File: src/rtl/spi_slave_if.sv
// Bus bundle for spi_slave: SPI pins plus the parallel transmit/receive handshake.
// Signal names carry the slave's direction; the master modport mirrors them.
interface spi_slave_if #(
    parameter int unsigned DATA_W = 8
);
    logic              i_sck;
    logic              i_cs_n;
    logic              i_mosi;
    logic              o_miso;
    logic [DATA_W-1:0] i_data;
    logic              i_load;
    logic [DATA_W-1:0] o_data;
    logic              o_valid;
    logic              o_busy;

    modport slave (
        input  i_sck, i_cs_n, i_mosi, i_data, i_load,
        output o_miso, o_data, o_valid, o_busy
    );

    modport master (
        output i_sck, i_cs_n, i_mosi, i_data, i_load,
        input  o_miso, o_data, o_valid, o_busy
    );
endinterface

File: src/rtl/spi_slave.sv
// Mode-0 SPI slave with oversampled, synchronized pins, a transmit holding register
// and back-to-back frame support while chip select stays low.
module spi_slave #(
    parameter int unsigned DATA_W = 8
) (
    input logic        i_clk,
    input logic        i_rst_n,
    spi_slave_if.slave bus
);
    localparam int unsigned CNT_W = $clog2(DATA_W) + 1;

    typedef enum logic {StIdle, StShift} state_t;

    state_t            r_state, w_state_d;
    logic [2:0]        r_sck_sync, r_cs_sync, r_mosi_sync;
    logic [CNT_W-1:0]  r_cnt;
    logic [DATA_W-1:0] r_rx, r_tx, r_hold, r_data;
    logic              r_valid;
    logic              w_sck_rise, w_sck_fall, w_cs_fall, w_cs_s, w_mosi_s;
    logic              w_active, w_reload, w_last_rise;
    logic [DATA_W-1:0] w_tx_src;
    logic              w_busy, w_miso;
    logic              w_unused;

    always_ff @(posedge i_clk or negedge i_rst_n) begin
        if (!i_rst_n) begin
            r_sck_sync  <= 3'b000;
            r_cs_sync   <= 3'b111;
            r_mosi_sync <= 3'b000;
        end else begin
            r_sck_sync  <= {r_sck_sync[1:0], bus.i_sck};
            r_cs_sync   <= {r_cs_sync[1:0], bus.i_cs_n};
            r_mosi_sync <= {r_mosi_sync[1:0], bus.i_mosi};
        end
    end

    assign w_sck_rise = ~r_sck_sync[2] & r_sck_sync[1];
    assign w_sck_fall = r_sck_sync[2] & ~r_sck_sync[1];
    assign w_cs_fall  = r_cs_sync[2] & ~r_cs_sync[1];
    assign w_cs_s     = r_cs_sync[1];
    assign w_mosi_s   = r_mosi_sync[1];
    // Third mosi stage exists only to match the other pin chains.
    assign w_unused   = r_mosi_sync[2];

    always_ff @(posedge i_clk or negedge i_rst_n) begin
        if (!i_rst_n) begin
            r_state <= StIdle;
        end else begin
            r_state <= w_state_d;
        end
    end

    always_comb begin
        w_state_d = r_state;
        unique case (r_state)
            StIdle:  if (w_cs_fall) w_state_d = StShift;
            StShift: if (w_cs_s)    w_state_d = StIdle;
        endcase
    end

    always_comb begin
        w_busy = (r_state == StShift);
        w_miso = w_busy ? r_tx[DATA_W-1] : 1'b0;
    end

    assign w_active    = (r_state == StShift) && !w_cs_s;
    assign w_last_rise = w_active && w_sck_rise && (r_cnt == CNT_W'(DATA_W - 1));
    // Counter parks at DATA_W after the last rise so the next fall reloads instead of shifting.
    assign w_reload    = ((r_state == StIdle) && w_cs_fall) ||
                         (w_active && w_sck_fall && (r_cnt == CNT_W'(DATA_W)));
    assign w_tx_src    = bus.i_load ? bus.i_data : r_hold;

    always_ff @(posedge i_clk or negedge i_rst_n) begin
        if (!i_rst_n) begin
            r_cnt   <= '0;
            r_rx    <= '0;
            r_tx    <= '0;
            r_hold  <= '0;
            r_data  <= '0;
            r_valid <= 1'b0;
        end else begin
            r_valid <= 1'b0;
            if (bus.i_load) begin
                r_hold <= bus.i_data;
            end
            if (w_reload) begin
                r_tx  <= w_tx_src;
                r_cnt <= '0;
            end else if (w_active && w_sck_fall) begin
                r_tx <= {r_tx[DATA_W-2:0], 1'b0};
            end
            if (w_active && w_sck_rise) begin
                r_rx  <= {r_rx[DATA_W-2:0], w_mosi_s};
                r_cnt <= r_cnt + 1'b1;
                if (w_last_rise) begin
                    r_data  <= {r_rx[DATA_W-2:0], w_mosi_s};
                    r_valid <= 1'b1;
                end
            end
        end
    end

    assign bus.o_data  = r_data;
    assign bus.o_valid = r_valid;
    assign bus.o_busy  = w_busy;
    assign bus.o_miso  = w_miso;
endmodule

File: src/flat_wrapper.sv
// flat-port wrapper written by rule: the top's interface ports become plain ports
module spi_slave_flat 
#(
    parameter int unsigned DATA_W = 8
)
  (i_clk, i_rst_n, bus_i_sck, bus_i_cs_n, bus_i_mosi, bus_i_data, bus_i_load, bus_o_miso, bus_o_data, bus_o_valid, bus_o_busy);
  spi_slave_if #(.DATA_W(DATA_W)) bus_i ();
  input logic i_clk;
  input logic i_rst_n;
  input wire logic [$bits(bus_i.i_sck)-1:0] bus_i_sck;
  input wire logic [$bits(bus_i.i_cs_n)-1:0] bus_i_cs_n;
  input wire logic [$bits(bus_i.i_mosi)-1:0] bus_i_mosi;
  input wire logic [$bits(bus_i.i_data)-1:0] bus_i_data;
  input wire logic [$bits(bus_i.i_load)-1:0] bus_i_load;
  output wire logic [$bits(bus_i.o_miso)-1:0] bus_o_miso;
  output wire logic [$bits(bus_i.o_data)-1:0] bus_o_data;
  output wire logic [$bits(bus_i.o_valid)-1:0] bus_o_valid;
  output wire logic [$bits(bus_i.o_busy)-1:0] bus_o_busy;
  assign bus_i.i_sck = bus_i_sck;
  assign bus_i.i_cs_n = bus_i_cs_n;
  assign bus_i.i_mosi = bus_i_mosi;
  assign bus_i.i_data = bus_i_data;
  assign bus_i.i_load = bus_i_load;
  assign bus_o_miso = bus_i.o_miso;
  assign bus_o_data = bus_i.o_data;
  assign bus_o_valid = bus_i.o_valid;
  assign bus_o_busy = bus_i.o_busy;
  spi_slave #(.DATA_W(DATA_W)) u_core (.i_clk(i_clk), .i_rst_n(i_rst_n), .bus(bus_i));
endmodule
File: config.mk
export PLATFORM = sky130hd
export DESIGN_NAME = spi_slave_flat
export DESIGN_NICKNAME = d
export VERILOG_FILES = /design/src/rtl/spi_slave_if.sv /design/src/rtl/spi_slave.sv /design/src/flat_wrapper.sv
export SDC_FILE = /design/constraint.sdc
export NUM_CORES = 1
export LEC_CHECK = 0
export BUFFER_PORTS_ARGS = -buffer_cell sky130_fd_sc_hd__buf_2
export CORE_MARGIN = 5
export CORE_UTILIZATION = 55
export DETAILED_ROUTE_END_ITERATION = 10
export PLACE_DENSITY = 0.84
export SYNTH_ARGS = -nofsm -noshare
export SYNTH_HDL_FRONTEND = slang
export SYNTH_SLANG_ARGS = --single-unit
File: constraint.sdc
create_clock -name i_clk -period 3.14 [get_ports i_clk]
set_clock_uncertainty 0.05 [all_clocks]
set_input_delay 0.314 -clock i_clk [delete_from_list [all_inputs] [get_ports i_clk]]
set_output_delay 0.314 -clock i_clk [all_outputs]
set_load 0.05 [all_outputs]
== Word level (Yosys, flattened, before mapping) ==
Index checks and enable logic that the tools add are counted.
W data, S select, Z words.

* Word-level logic and storage cells: 42
* Input port bits: 14
* Register bits: 45

* Reductions and logical operators: 11
* Bitwise gates (word level): 7
* Add/sub/neg operators: 1
* Multiplexer cells: 11
* Equal/unequal tests: 2

{| class="wikitable"
|+ Operators with widths
! kind !! count
|-
| $mux W8 || 3
|-
| $mux W4 || 2
|-
| $logic_and A1 B1 Y1 || 6
|-
| $mux W1 || 5
|-
| $add A4 B1 Y4 const B || 1
|-
| $eq A4 B3 Y1 const B || 1
|-
| $eq A4 B4 Y1 const B || 1
|-
| $not A1 Y1 || 4
|-
| $reduce_bool A2 Y1 || 2
|-
| $and A1 B1 Y1 || 3
|-
| $pmux W1 S2 || 1
|-
| $reduce_and A2 Y1 || 1
|-
| $logic_not A1 Y1 || 1
|-
| $logic_or A1 B1 Y1 || 1
|}

== Depth between registers and ports, before layout ==
* Word-level depth: 7
* Mapped depth: 6

== Worst setup path before layout ==
Ideal clock, no wire load.

* Kind: reg-to-reg
* Start: register u_core.r_state (netlist: u_core.bus.o_busy)
* End: register u_core.r_data[0] (netlist: u_core.bus.o_data[0])
* Library setup time: 0.125 ns
* Data arrival time: 1.632 ns
* Slack: 1.333 ns
* Cell stages (with the launch flop): 4
* Data required time: 2.965 ns
* Path through: dfrtp_1 -> nand4bb_2 -> nor3_4 -> mux2_2

* Cells in the longest elaborated chain, start to end: 4

{| class="wikitable"
|+ RTL lines
! what !! RTL line !! RTL
|-
| from (decl) || spi_slave.sv:14 || <nowiki>state_t r_state, w_state_d;</nowiki>
|-
| from (signal assigned) || spi_slave.sv:47 || <nowiki>r_state <= StIdle;</nowiki>
|-
| from (signal assigned) || spi_slave.sv:49 || <nowiki>r_state <= w_state_d;</nowiki>
|-
| $logic_and A1 B1 Y1 (*) || spi_slave.sv:66 || <nowiki>assign w_active = (r_state == StShift) && !w_cs_s;</nowiki>
|-
| $logic_and A1 B1 Y1 (*) || spi_slave.sv:67, spi_slave.sv:92 ||
|-
| $logic_and A1 B1 Y1 || spi_slave.sv:67 || <nowiki>assign w_last_rise = w_active && w_sck_rise && (r_cnt == CNT_W'(DATA_W - 1));</nowiki>
|-
| $reduce_and A2 Y1 (no source line) (*) || n/a ||
|-
| to (signal assigned) || spi_slave.sv:96 || <nowiki>r_data <= {r_rx[DATA_W-2:0], w_mosi_s};</nowiki>
|-
| to (decl) || spi_slave.sv:17 || <nowiki>logic [DATA_W-1:0] r_rx, r_tx, r_hold, r_data;</nowiki>
|}

Every way passes the cells marked *; elsewhere a longest branch is shown, timed or not.
A chain may end at the register's enable or synchronous reset.

== Final worst setup path ==
* Start: register u_core.r_sck_sync[2]
* End: register u_core.r_data[5] (netlist: u_core.bus.o_data[5])

* Cells in the longest elaborated chain, start to end: 5

{| class="wikitable"
|+ RTL lines
! what !! RTL line !! RTL
|-
| from (decl) || spi_slave.sv:15 || <nowiki>logic [2:0] r_sck_sync, r_cs_sync, r_mosi_sync;</nowiki>
|-
| from (signal assigned) || spi_slave.sv:31 || <nowiki>r_sck_sync <= {r_sck_sync[1:0], bus.i_sck};</nowiki>
|-
| $not A1 Y1 (*) || spi_slave.sv:37 || <nowiki>assign w_sck_rise = ~r_sck_sync[2] & r_sck_sync[1];</nowiki>
|-
| $and A1 B1 Y1 (*) || spi_slave.sv:37 ||
|-
| $logic_and A1 B1 Y1 (*) || spi_slave.sv:67, spi_slave.sv:92 ||
|-
| $logic_and A1 B1 Y1 || spi_slave.sv:67 ||
|-
| $reduce_and A2 Y1 (no source line) (*) || n/a ||
|}

Marked as above.

==> impl_results.md <==
* Worst Setup Start Kind: flip-flop
* R2R Path Start: u_core.r_sck_sync[2]
* # resized after CTS at 0
* Post-synthesis sequential area ratio at 0.6332
* Synth unique cells at 24
* Worst setup margin at 1224 ps
* Critical Path RT at 3340 ps
* # rows at 20
* Dominant synthesized flop cell: dfrtp_1
* Total Neg Setup Slack at 0 ps
* Final nets at 189
* # hold bufs at CTS at 2
* FF/Latch Area at 1130 sq um
* Data arrival, critical path at 2110 ps
* #FFs+latches synth at 45
* Clk pin slew, worst setup/hold paths at 120 ps
* CTS buffer count at 5
* First-pass GRT wire length at 5071 um
* Element type at the critical path end: flip-flop
* Vias at 1117
* Vias in the first global route at 1133
* Core ar. at 3078 sq um
* # fillers at 259
* GR peak layer: met2
* Max Freq at 0.5218 GHz
* Fin. Hold Viols at 0
* Total power draw at 1096 uW
* Finished Core Util at 0.6602
* Clk_lat worst skew at 350 ps
* Clock tree buffer depth at 2
* Reg2reg end: u_core.bus.o_data[5]
* Least-Margin Pin Slew at 945.6 ps
* IO buf count at 24
* Final HPWL DP at 2174 um
* Synth Cell Area at 1784 sq um
* Initial antenna violation count at 0
* Final Setup Violations at 0
* Fin Hold WS at 50.86 ps
* Post-synth top cells: 42 x dfrtp_1, 37 x nand2_1, 16 x mux2_2, 11 x o21ai_0, 7 x mux2i_1
* Synth area leaders: dfrtp_1 59%, mux2_2 10%, nand2_1 7.8%
* Slew Viols, Final at 0
* Antenna viol nets, final at 0
* Max VDD drop at 0.3233 mV
* Syn_area_per_cell at 12.48 sq um
* Vias/cell at 5.124
* Post-synthesis net count at 159
* HP Class: in -> async
* Clk sinks at 45
* Die W at 66.96 um
* Largest net degree at the start of global routing at 46
* # DRC at 0
* Final RePlAce weighted congestion at 0.7661
* IO Count at 25
* Ys Warns at 0
* Fin crit share at 0.6103
* Share of layout cells above drive strength 1 at 0.3046
* Max cap viols at 0
* Syn-to-layout area delta at 13.89%
* PD cells at 539.2 nW/um^2
* FF-to-FF setup slack at 1220 ps
* Worst-path fanout max at 12
* Post-synth EDFFs at 0
* FF-to-FF path depth at 3
* Post-CTS Setup Bufs at 0
* Status: finished clean
* Multi-input gate area at 630.6 sq um
* Total congestion overflow at 0
* Diodes inserted at 0
* Met1 usage at 0.1755
* Total track usage at 0.1557
* Root buf cell: clkbuf_4
* Drt first-iter violations at 47
* Post-synth top area share at 0.5891
* Routed WL at 3044 um
* RSZ-0062 raised after global routing: no
* Relative slew slack at 0.3696
* Post-synthesis async set-or-reset flop share at 1.000
* Met3 Usage GRT at 0.05228
* Critical path class: reg -> reg
* H-tree depth at 2
* Place WS at 1209 ps
* Leading cell type by number of instances after synthesis: dfrtp_1
* Per-cell routed wire length at 13.96 um
* Gate Count Post-Synth at 143
* Die ar. at 4483 sq um
* 1st-pass router iterations at 4
* Grt met2 use at 0.2636
* CTS tree: yes
* Yosys top cell by area: dfrtp_1
* Initial Utilization at 0.5797
* Die height at 66.96 um
* LEAKAGE at 0.0009834 uW
* Min cycle time layout at 1916 ps
[placed cells by master, fill, tap and decap left out, types with 2 or more instances in the layout]
| master | netlist | layout |
|---|---|---|
| ha_1 | 2 | 2 |
| dlygate4sd3_1 | 0 | 3 |
| clkbuf_4 | 0 | 5 |
| nand3_1 | 2 | 2 |
| nor2b_1 | 3 | 3 |
| dfstp_2 | 3 | 3 |
| dfrtp_1 | 42 | 42 |
| clkbuf_1 | 3 | 2 |
| nor2_1 | 3 | 3 |
| mux2i_1 | 7 | 7 |
| o21ai_0 | 11 | 11 |
| mux2_2 | 16 | 16 |
| nand2_1 | 37 | 37 |
| inv_1 | 2 | 2 |
| buf_2 | 1 | 24 |
[flip-flops by register name, summed over array words and instances, names as in the netlist, 2 cells and up]
signal              flops
u_core.r_sck_sync       3
u_core.r_cs_sync        3
u_core.r_hold           8
u_core.r_rx             7
u_core.r_cnt            4
u_core.r_tx             8
u_core.r_mosi_sync      2
u_core.bus.o_data       8
[worst max-delay path: stages (launching register included)]
cell,delay (ps)
dfrtp_1,420
nand4bb_2,470
nor3_4,490
mux2_2,390
[cell families (layout without fill, tap and decap cells)]
group                      count (synthesis)  in the layout  synth area share
adders and majority gates                  2              2           0.01402
and+or+nand+nor                           52             52            0.1403
buffers and inverters                      6             37           0.01332
DFF                                       45             45            0.6332
muxes                                     23             23            0.1403
AOI/OAI and AO/OA                         15             15           0.05891
[routing by layer]
layer	part of all wire	routed length, um
met1	0.42	1276
met2	0.51	1558
met3	0.052	159
met4	0.016	50
met5	0	0
[metrics by stage]
step,instances,instance area [sq um]
2_1_floorplan,143,1784
3_3_place_gp,207,1943
3_5_place_dp,207,1943
4_1_cts,217,2022
5_1_grt,218,2032
6_report,218,2032
[area by class of cell]
type | instances | share of cell area
Inverter | 2 | 0.003695
Timing Repair Buffer | 27 | 0.07389
Sequential cell | 45 | 0.5560
Tap cell | 44 | 0.02709
Multi-Input combinational cell | 92 | 0.3103
Clock buffer | 8 | 0.02894
[power by group]
| group | leakage, uW | switching [uW] | internal (uW) | total, uW |
|---|---|---|---|---|
| sequential | 0.000574 | 42.9 | 642 | 685 |
| combinational | 0.000377 | 74.1 | 58.3 | 132 |
| clock | 0.0000326 | 167 | 111 | 278 |
| total | 0.000983 | 284 | 811 | 1100 |
[worst max-delay path by stage]
stage,start,to,slack (ps),cells after the start
2_1_floorplan,u_core.bus.o_busy,u_core.bus.o_data[0],1330,3
3_3_place_gp,u_core.r_sck_sync[2],u_core.bus.o_data[0],1340,3
3_5_place_dp,u_core.r_sck_sync[2],u_core.bus.o_data[5],1210,3
4_1_cts,u_core.r_sck_sync[2],u_core.bus.o_data[5],1200,3
5_1_grt,u_core.r_sck_sync[2],u_core.bus.o_data[5],1100,3
6_report,u_core.r_sck_sync[2],u_core.bus.o_data[5],1220,3
Note: power is estimated with default switching activity, not from simulation.
